## config.mk

```make
export PLATFORM = sky130hd
export DESIGN_NAME = lattice_scan_engine
export DESIGN_NICKNAME = d
export VERILOG_FILES = /design/src/rtl/lattice_pkg.sv /design/src/rtl/lattice_pattern_ram.sv /design/src/rtl/lattice_scan_engine.sv
export SDC_FILE = /design/constraint.sdc
export NUM_CORES = 1
export LEC_CHECK = 0
export BUFFER_PORTS_ARGS = -buffer_cell sky130_fd_sc_hd__buf_2
export CORE_MARGIN = 2
export CORE_UTILIZATION = 39
export DETAILED_ROUTE_END_ITERATION = 8
export HOLD_SLACK_MARGIN = 0.06
export PLACE_DENSITY = 0.62
export RECOVER_POWER = 100
export REMOVE_ABC_BUFFERS = 1
export SLEW_MARGIN = 20
export SYNTH_ARGS = -nofsm -noshare
export SYNTH_HDL_FRONTEND = slang
export SYNTH_SLANG_ARGS = --single-unit
```

## constraint.sdc

```tcl
create_clock -name clk_2 -period 6.5 [get_ports clk_2]
set_input_delay 0.65 -clock clk_2 [delete_from_list [all_inputs] [get_ports clk_2]]
set_output_delay 0.65 -clock clk_2 [all_outputs]
set_load 0.01 [all_outputs]
```

## src/rtl/lattice_pkg.sv

```systemverilog
// Shared definitions for the lattice dot-matrix scan engine.
//   mode_e     : display modes (static, scroll/marquee, blink); encoding 3 is
//                reserved and decoded as static.
//   decode_mode: maps the raw 2-bit mode request onto mode_e.
//   row_level  : drive level of one row-select pin, honouring row polarity.
package lattice_pkg;

    typedef enum logic [1:0] {
        MODE_STATIC = 2'd0,
        MODE_SCROLL = 2'd1,
        MODE_BLINK  = 2'd2
    } mode_e;

    function automatic mode_e decode_mode(input logic [1:0] m);
        case (m)
            2'd1:    return MODE_SCROLL;
            2'd2:    return MODE_BLINK;
            default: return MODE_STATIC;
        endcase
    endfunction

    // One bit of the active-row one-hot: row r is selected when r == idx.
    // With active_low set, the selected row reads 0 and all others read 1.
    function automatic logic row_level(input int unsigned r,
                                       input int unsigned idx,
                                       input logic        active_low);
        return (r == idx) ^ active_low;
    endfunction

endpackage

```

## src/rtl/lattice_pattern_ram.sv

```systemverilog
// Glyph storage: NPAT patterns of ROWS rows, COLS bits per row (bit c = column
// c lit). Flop array, not reset; contents are undefined until written.
//   clk_2               : write clock
//   wr_en/wr_pat/wr_row : write strobe and address; out-of-range addresses
//                         are dropped
//   wr_data             : row bits to store
//   rd_pat_a/rd_pat_b   : pattern index of the two combinational read ports
//   rd_row              : row index shared by both read ports
//   rd_data_a/rd_data_b : row bits read from each port
module lattice_pattern_ram #(
    parameter int unsigned NPAT = 5,
    parameter int unsigned ROWS = 8,
    parameter int unsigned COLS = 8
) (
    input  logic                    clk_2,
    input  logic                    wr_en,
    input  logic [$clog2(NPAT)-1:0] wr_pat,
    input  logic [$clog2(ROWS)-1:0] wr_row,
    input  logic [COLS-1:0]         wr_data,
    input  logic [$clog2(NPAT)-1:0] rd_pat_a,
    input  logic [$clog2(NPAT)-1:0] rd_pat_b,
    input  logic [$clog2(ROWS)-1:0] rd_row,
    output logic [COLS-1:0]         rd_data_a,
    output logic [COLS-1:0]         rd_data_b
);

    logic [COLS-1:0] mem [NPAT][ROWS];

    always_ff @(posedge clk_2) begin
        if (wr_en && (32'(wr_pat) < NPAT) && (32'(wr_row) < ROWS)) begin
            mem[wr_pat][wr_row] <= wr_data;
        end
    end

    assign rd_data_a = mem[rd_pat_a][rd_row];
    assign rd_data_b = mem[rd_pat_b][rd_row];

endmodule

```

## src/rtl/lattice_scan_engine.sv

```systemverilog
// Row-multiplexed driver for a ROWS x COLS dot-matrix display.
// Each row is shown for SCAN_DIV cycles; mode and pattern selection only
// change at frame boundaries so a frame never mixes two glyph states.
//   clk_2      : scan clock
//   rst        : asynchronous active-high reset
//   mode       : requested mode (0 static, 1 scroll, 2 blink, 3 = static)
//   sel        : requested pattern, out-of-range values select pattern 0
//   wr_en/wr_pat/wr_row/wr_data : pattern write port, visible immediately
//   row        : row select pins (polarity set by ROW_ACTIVE_LOW)
//   col        : column data, 1 = lit
//   frame_done : high during the cycle whose edge ends the frame
//   cur_pat    : pattern currently on display (left part while scrolling)
module lattice_scan_engine
    import lattice_pkg::*;
#(
    parameter int unsigned NPAT           = 5,
    parameter int unsigned ROWS           = 8,
    parameter int unsigned COLS           = 8,
    parameter int unsigned SCAN_DIV       = 4,
    parameter int unsigned STEP_FRAMES    = 2,
    parameter bit          ROW_ACTIVE_LOW = 1'b1
) (
    input  logic                    clk_2,
    input  logic                    rst,
    input  logic [1:0]              mode,
    input  logic [$clog2(NPAT)-1:0] sel,
    input  logic                    wr_en,
    input  logic [$clog2(NPAT)-1:0] wr_pat,
    input  logic [$clog2(ROWS)-1:0] wr_row,
    input  logic [COLS-1:0]         wr_data,
    output logic [ROWS-1:0]         row,
    output logic [COLS-1:0]         col,
    output logic                    frame_done,
    output logic [$clog2(NPAT)-1:0] cur_pat
);

    localparam int unsigned SW  = $clog2(NPAT);
    localparam int unsigned RW  = $clog2(ROWS);
    localparam int unsigned OW  = $clog2(COLS);
    localparam int unsigned PSW = $clog2(SCAN_DIV);
    localparam int unsigned FW  = (STEP_FRAMES > 1) ? $clog2(STEP_FRAMES) : 1;
    localparam int unsigned XW  = $clog2(2 * COLS);

    logic [PSW-1:0] presc, presc_n;
    logic [RW-1:0]  ridx, ridx_n;
    logic [FW-1:0]  fcnt, fcnt_n;
    logic [OW-1:0]  off, off_n;
    logic           blank, blank_n;
    logic [SW-1:0]  cur, cur_n;
    mode_e          mode_q, mode_n;

    logic           row_tick, boundary, step_tick;
    mode_e          mode_req;
    logic [SW-1:0]  sel_ok, nxt;
    logic [COLS-1:0] cur_data, nxt_data;
    logic [2*COLS-1:0] pair;
    logic [ROWS-1:0] row_d;
    logic [COLS-1:0] col_d;

    lattice_pattern_ram #(
        .NPAT (NPAT),
        .ROWS (ROWS),
        .COLS (COLS)
    ) u_ram (
        .clk_2     (clk_2),
        .wr_en     (wr_en),
        .wr_pat    (wr_pat),
        .wr_row    (wr_row),
        .wr_data   (wr_data),
        .rd_pat_a  (cur),
        .rd_pat_b  (nxt),
        .rd_row    (ridx),
        .rd_data_a (cur_data),
        .rd_data_b (nxt_data)
    );

    assign row_tick   = (presc == PSW'(SCAN_DIV - 1));
    assign boundary   = row_tick && (ridx == RW'(ROWS - 1));
    assign step_tick  = boundary && (fcnt == FW'(STEP_FRAMES - 1));
    assign frame_done = boundary;

    assign mode_req = decode_mode(mode);
    assign sel_ok   = (32'(sel) < NPAT) ? sel : '0;
    assign nxt      = (cur == SW'(NPAT - 1)) ? '0 : cur + 1'b1;

    // Next-state: counters always run; display state moves only at boundaries.
    always_comb begin
        presc_n = presc + 1'b1;
        ridx_n  = ridx;
        fcnt_n  = fcnt;
        off_n   = off;
        blank_n = blank;
        cur_n   = cur;
        mode_n  = mode_q;

        if (row_tick) begin
            presc_n = '0;
            ridx_n  = (ridx == RW'(ROWS - 1)) ? '0 : ridx + 1'b1;
        end

        if (boundary) begin
            mode_n = mode_req;
            fcnt_n = (fcnt == FW'(STEP_FRAMES - 1)) ? '0 : fcnt + 1'b1;
            if (mode_req != mode_q) begin
                // A mode change restarts scroll/blink; cur carries into scroll.
                off_n   = '0;
                blank_n = 1'b0;
                if (mode_req != MODE_SCROLL) begin
                    cur_n = sel_ok;
                end
            end else begin
                case (mode_q)
                    MODE_SCROLL: begin
                        if (step_tick) begin
                            if (off == OW'(COLS - 1)) begin
                                off_n = '0;
                                cur_n = nxt;
                            end else begin
                                off_n = off + 1'b1;
                            end
                        end
                    end
                    MODE_BLINK: begin
                        cur_n = sel_ok;
                        if (step_tick) begin
                            blank_n = ~blank;
                        end
                    end
                    default: begin
                        cur_n = sel_ok;
                    end
                endcase
            end
        end
    end

    // Column c shows bit c+off of {next pattern, current pattern}.
    assign pair = {nxt_data, cur_data};

    always_comb begin
        row_d = '0;
        col_d = '0;
        for (int unsigned r = 0; r < ROWS; r++) begin
            row_d[r] = row_level(r, 32'(ridx), ROW_ACTIVE_LOW);
        end
        for (int unsigned c = 0; c < COLS; c++) begin
            col_d[c] = pair[XW'(c) + XW'(off)];
        end
        if (blank) begin
            col_d = '0;
        end
    end

    always_ff @(posedge clk_2 or posedge rst) begin
        if (rst) begin
            presc   <= '0;
            ridx    <= '0;
            fcnt    <= '0;
            off     <= '0;
            blank   <= 1'b0;
            cur     <= '0;
            mode_q  <= MODE_STATIC;
            row     <= {ROWS{ROW_ACTIVE_LOW}};
            col     <= '0;
            cur_pat <= '0;
        end else begin
            presc   <= presc_n;
            ridx    <= ridx_n;
            fcnt    <= fcnt_n;
            off     <= off_n;
            blank   <= blank_n;
            cur     <= cur_n;
            mode_q  <= mode_n;
            row     <= row_d;
            col     <= col_d;
            cur_pat <= cur;
        end
    end

endmodule
```

==> summary.log <==
[synthesis] Synth area leaders edfxtp_1, mux4_2, mux2i_1
[critical_path] slack of the worst reg-to-reg path 0.97 ns
[layout] number of fillers in the final layout 4,347
[timing] Pins Over Slew Limit 392
[critical_path] number of cells traversed by the worst register-to-register path 12
[outcome] outcome complete, but fails checks
[critical_path] Critical R2R Capture col[1]$_DFF_PP0_
[synthesis] number of synthesized flops with an enable pin 320
[synthesis] synthesized area per cell 13.2 um2
[drt] mean number of vias per cell 6.54
[cts] number of H-tree levels 2
[critical_path] Setup Crit Path Kind reg2reg
[layout] antenna diode count 0
[critical_path] Worst setup SP type flip-flop
[layout] final layout net count 1,447
[timing] minimum setup slack in the final design 0.972 ns
[global_route] overall routing resource usage 0.235
[floorplanning] Die Ht 224 um
[timing] minimum clock period after layout 5.53 ns
[floorplanning] effective utilization at floorplan 0.395
[timing] crit share post-route 0.850
[critical_path] CP startpoint cur[0]$_DFFE_PP0P_
[timing] setup skew after layout 0.0290 ns
[floorplanning] area of the placeable core 47,600 um2
[synthesis] synthesis-stage register bit count 354
[power_and_ir_drop] total power density per cell area 278 nW/um2
[drt] # DRC 0
[drt] DR vias 13.4k
[cts] number of clock sinks 354
[cts] buffers inserted by post-CTS timing repair 0
[job] number of maximum-capacitance constraint violations 10
[min_path] class of the tightest hold or removal check in2reg
[timing] Max Freq 181 MHz
[critical_path] Reg2Reg Launch Point cur[0]$_DFFE_PP0P_
[global_route] antenna violations before repair 0
[cts] CTS Hold Buffers Added 0
[synthesis] Synth Flop Type edfxtp_1
[critical_path] highest net fanout along the worst path 35
[power_and_ir_drop] leakage component of the power 6.67 nW
[timing] # setup viols final 0
[placement] placer's final routability congestion estimate 0.957
[global_route] first-pass GRT wire length 86,700 um
[cts] post_cts resized 0
[cts] Clock Root Buffer clkbuf_16
[cts] TritonCTS clock tree yes
[synthesis] async set or reset register ratio after synthesis 0.0960
[drt] Antenna Nets Post-Route 0
[critical_path] Worst EP required 6.94 ns
[critical_path] CP Data Arrival Time 5.97 ns
[placement] number of placed instances with taps included 1,982
[cts] buffers from clock root to sink, at most 3
[global_route] maximum number of pins on one net before global-route repair 121
[placement] Port Buffer Count 41
[floorplanning] overall die area 50,000 um2
[layout] fraction of layout instances using a drive strength above 1 0.166
[cts] number of buffers created by CTS 39
[synthesis] number of instances in the synthesized netlist 1,419
[floorplanning] Die W 224 um
[placement] placed wire-length estimate after detailed placement 39,300 um
[layout] signed area change from the synthesized netlist to the final layout 9.46%
[global_route] via count of the first global-routing pass 13.1k
[drt] number of design-rule violations left by the first detailed-router iteration 1,766
[critical_path] endpoint class of the critical path flip-flop
[cts] post-CTS clock slew at the launch and capture registers of the worst setup and hold paths 0.06 ns
[placement] pre-CTS WS 1.78 ns
[floorplanning] Top-Level Pins 42
[layout] non-filler cells, final 2,053
[synthesis] number of unique standard cell types used by synthesis 82
[timing] number of hold-slack violations in the final timing report 0
[power_and_ir_drop] VDD IR-drop max 153 uV
[timing] worst slew slack as a fraction of its limit -0.499
[synthesis] most common cell in the netlist edfxtp_1
[floorplanning] row count 80
[drt] Detailed Route WL 58,900 um
[drt] DRT Pass-1 Iters 7
[synthesis] share of the synthesized area in the top cell type 0.511
[cts] clock latency on the worst-skew pair 0.58 ns
[global_route] remaining global-route overflow 0
[timing] WHS 0.425 ns
[synthesis] portion of the post-synthesis area used by sequential elements 0.557
[synthesis] Synth top cells by count edfxtp_1, nand2_1, nor2_1
[synthesis] Syn Std Cell Area 18,800 um2
[timing] final total negative setup slack 0 ns
[drt] Wirelength per Cell 28.7 um
[outcome] failing checks capacitance limit, slew limit
[critical_path] Critical Path Sink col[1]$_DFF_PP0_
[synthesis] count of synthesis-stage warnings from yosys 0
[timing] transition time of the tightest slew-check pin 2.25 ns
[timing] unrepaired setup endpoints after global routing no
[synthesis] cell type with the highest aggregate area in the netlist edfxtp_1
worst min path at each step:
stage                            start                    end  slack, ns  cells after the start
floorplan           presc[0]$_DFF_PP0_     presc[0]$_DFF_PP0_       0.40                      1
global placement    presc[0]$_DFF_PP0_     presc[0]$_DFF_PP0_       0.41                      1
detailed placement  presc[0]$_DFF_PP0_     presc[0]$_DFF_PP0_       0.42                      1
CTS                                rst   cur_pat[2]$_DFF_PP0_       0.18                      3
global route                   mode[1]  mode_q[0]$_DFFE_PP0P_       0.47                      4
finish                         mode[1]  mode_q[0]$_DFFE_PP0P_       0.42                      4
area by class of cell:
type | instances | area (um2) | area share
Sequential cell | 354 | 10500 | 0.509
Clock buffer | 43 | 1010 | 0.0492
Multi-Input combinational cell | 924 | 7540 | 0.366
Tap cell | 615 | 769 | 0.0374
Timing Repair Buffer | 67 | 405 | 0.0197
Clock inverter | 28 | 297 | 0.0144
Inverter | 22 | 82.6 | 0.00401
power breakdown:
| part | switching, mW | internal (mW) |
|---|---|---|
| clock network | 0.947 | 1.36 |
| logic | 0.559 | 0.318 |
| registers | 0.0287 | 2.51 |
registers in the layout, summed over array words and instances (netlist names):
| register | cells |
|---|---|
| col | 8 |
| fcnt | 1 |
| u_ram.mem | 320 |
| row | 8 |
| cur_pat | 3 |
| ridx | 3 |
| blank | 1 |
| mode_q | 2 |
| off | 3 |
| presc | 2 |
| cur | 3 |
cell usage in the layout (no fill, tap or decap), types with 8 or more instances in the layout:
| cell | n |
|---|---|
| edfxtp_1 | 320 |
| nand2_1 | 107 |
| nor2_1 | 106 |
| mux4_2 | 73 |
| mux2i_1 | 71 |
| a21oi_1 | 69 |
| o21ai_0 | 44 |
| mux2_2 | 43 |
| clkbuf_16 | 40 |
| clkbuf_1 | 33 |
| o211ai_1 | 27 |
| dfrtp_1 | 25 |
| o22ai_1 | 23 |
| buf_4 | 22 |
| nand3_1 | 20 |
| inv_1 | 19 |
| nand2b_1 | 19 |
| a211oi_1 | 19 |
| o221ai_1 | 17 |
| a211o_1 | 17 |
| a2bb2oi_1 | 17 |
| o2bb2ai_1 | 16 |
| ha_1 | 16 |
| and2_1 | 14 |
| clkinv_1 | 13 |
| a31oi_1 | 13 |
| nor2b_1 | 12 |
| nor3_1 | 12 |
| o311ai_0 | 12 |
| buf_2 | 12 |
| a221o_1 | 10 |
| a221oi_1 | 10 |
| o211a_1 | 9 |
| a22oi_1 | 9 |
| o2111ai_1 | 9 |
| dfstp_2 | 8 |
stage by stage:
stage	instance area [um2]	util	power, mW
6_report	20600	0.432	5.73
5_1_grt	20600	0.432	5.89
4_1_cts	20600	0.433	5.74
3_5_place_dp	19300	0.405	3.45
3_3_place_gp	19300	0.405	3.44
2_1_floorplan	18100	-	3.16
metal layers:
| layer | vias up | wire length [um] | track usage |
|---|---|---|---|
| met5 | - | 0 | 0 |
| met4 | 0 | 2490 | 0.0959 |
| met3 | 163 | 5860 | 0.0522 |
| met2 | 794 | 27500 | 0.379 |
| met1 | 6811 | 23000 | 0.310 |
| li1 | 5668 | - | - |
critical path: stages (launching register included):
cell,delay [ns]
dfrtp_1,1.16
inv_1,0.20
ha_2,0.40
buf_4,0.27
or3b_1,0.45
nand2_1,0.37
buf_4,0.48
a21oi_1,0.13
a221o_1,0.48
a32oi_1,0.67
mux4_2,0.37
nor2_1,0.05
o41ai_1,0.31
cells by family after synthesis:
group | Yosys count | synth area share
AND/OR/NAND/NOR | 325 | 0.0815
XOR/XNOR | 2 | 0.000932
buffers and inverters | 141 | 0.0431
flip-flops | 354 | 0.557
adder cells (fa/ha/maj) | 17 | 0.0113
multiplexers | 190 | 0.153
AO/OA/AOI/OAI | 390 | 0.153
(Power assumes the default switching activity.)
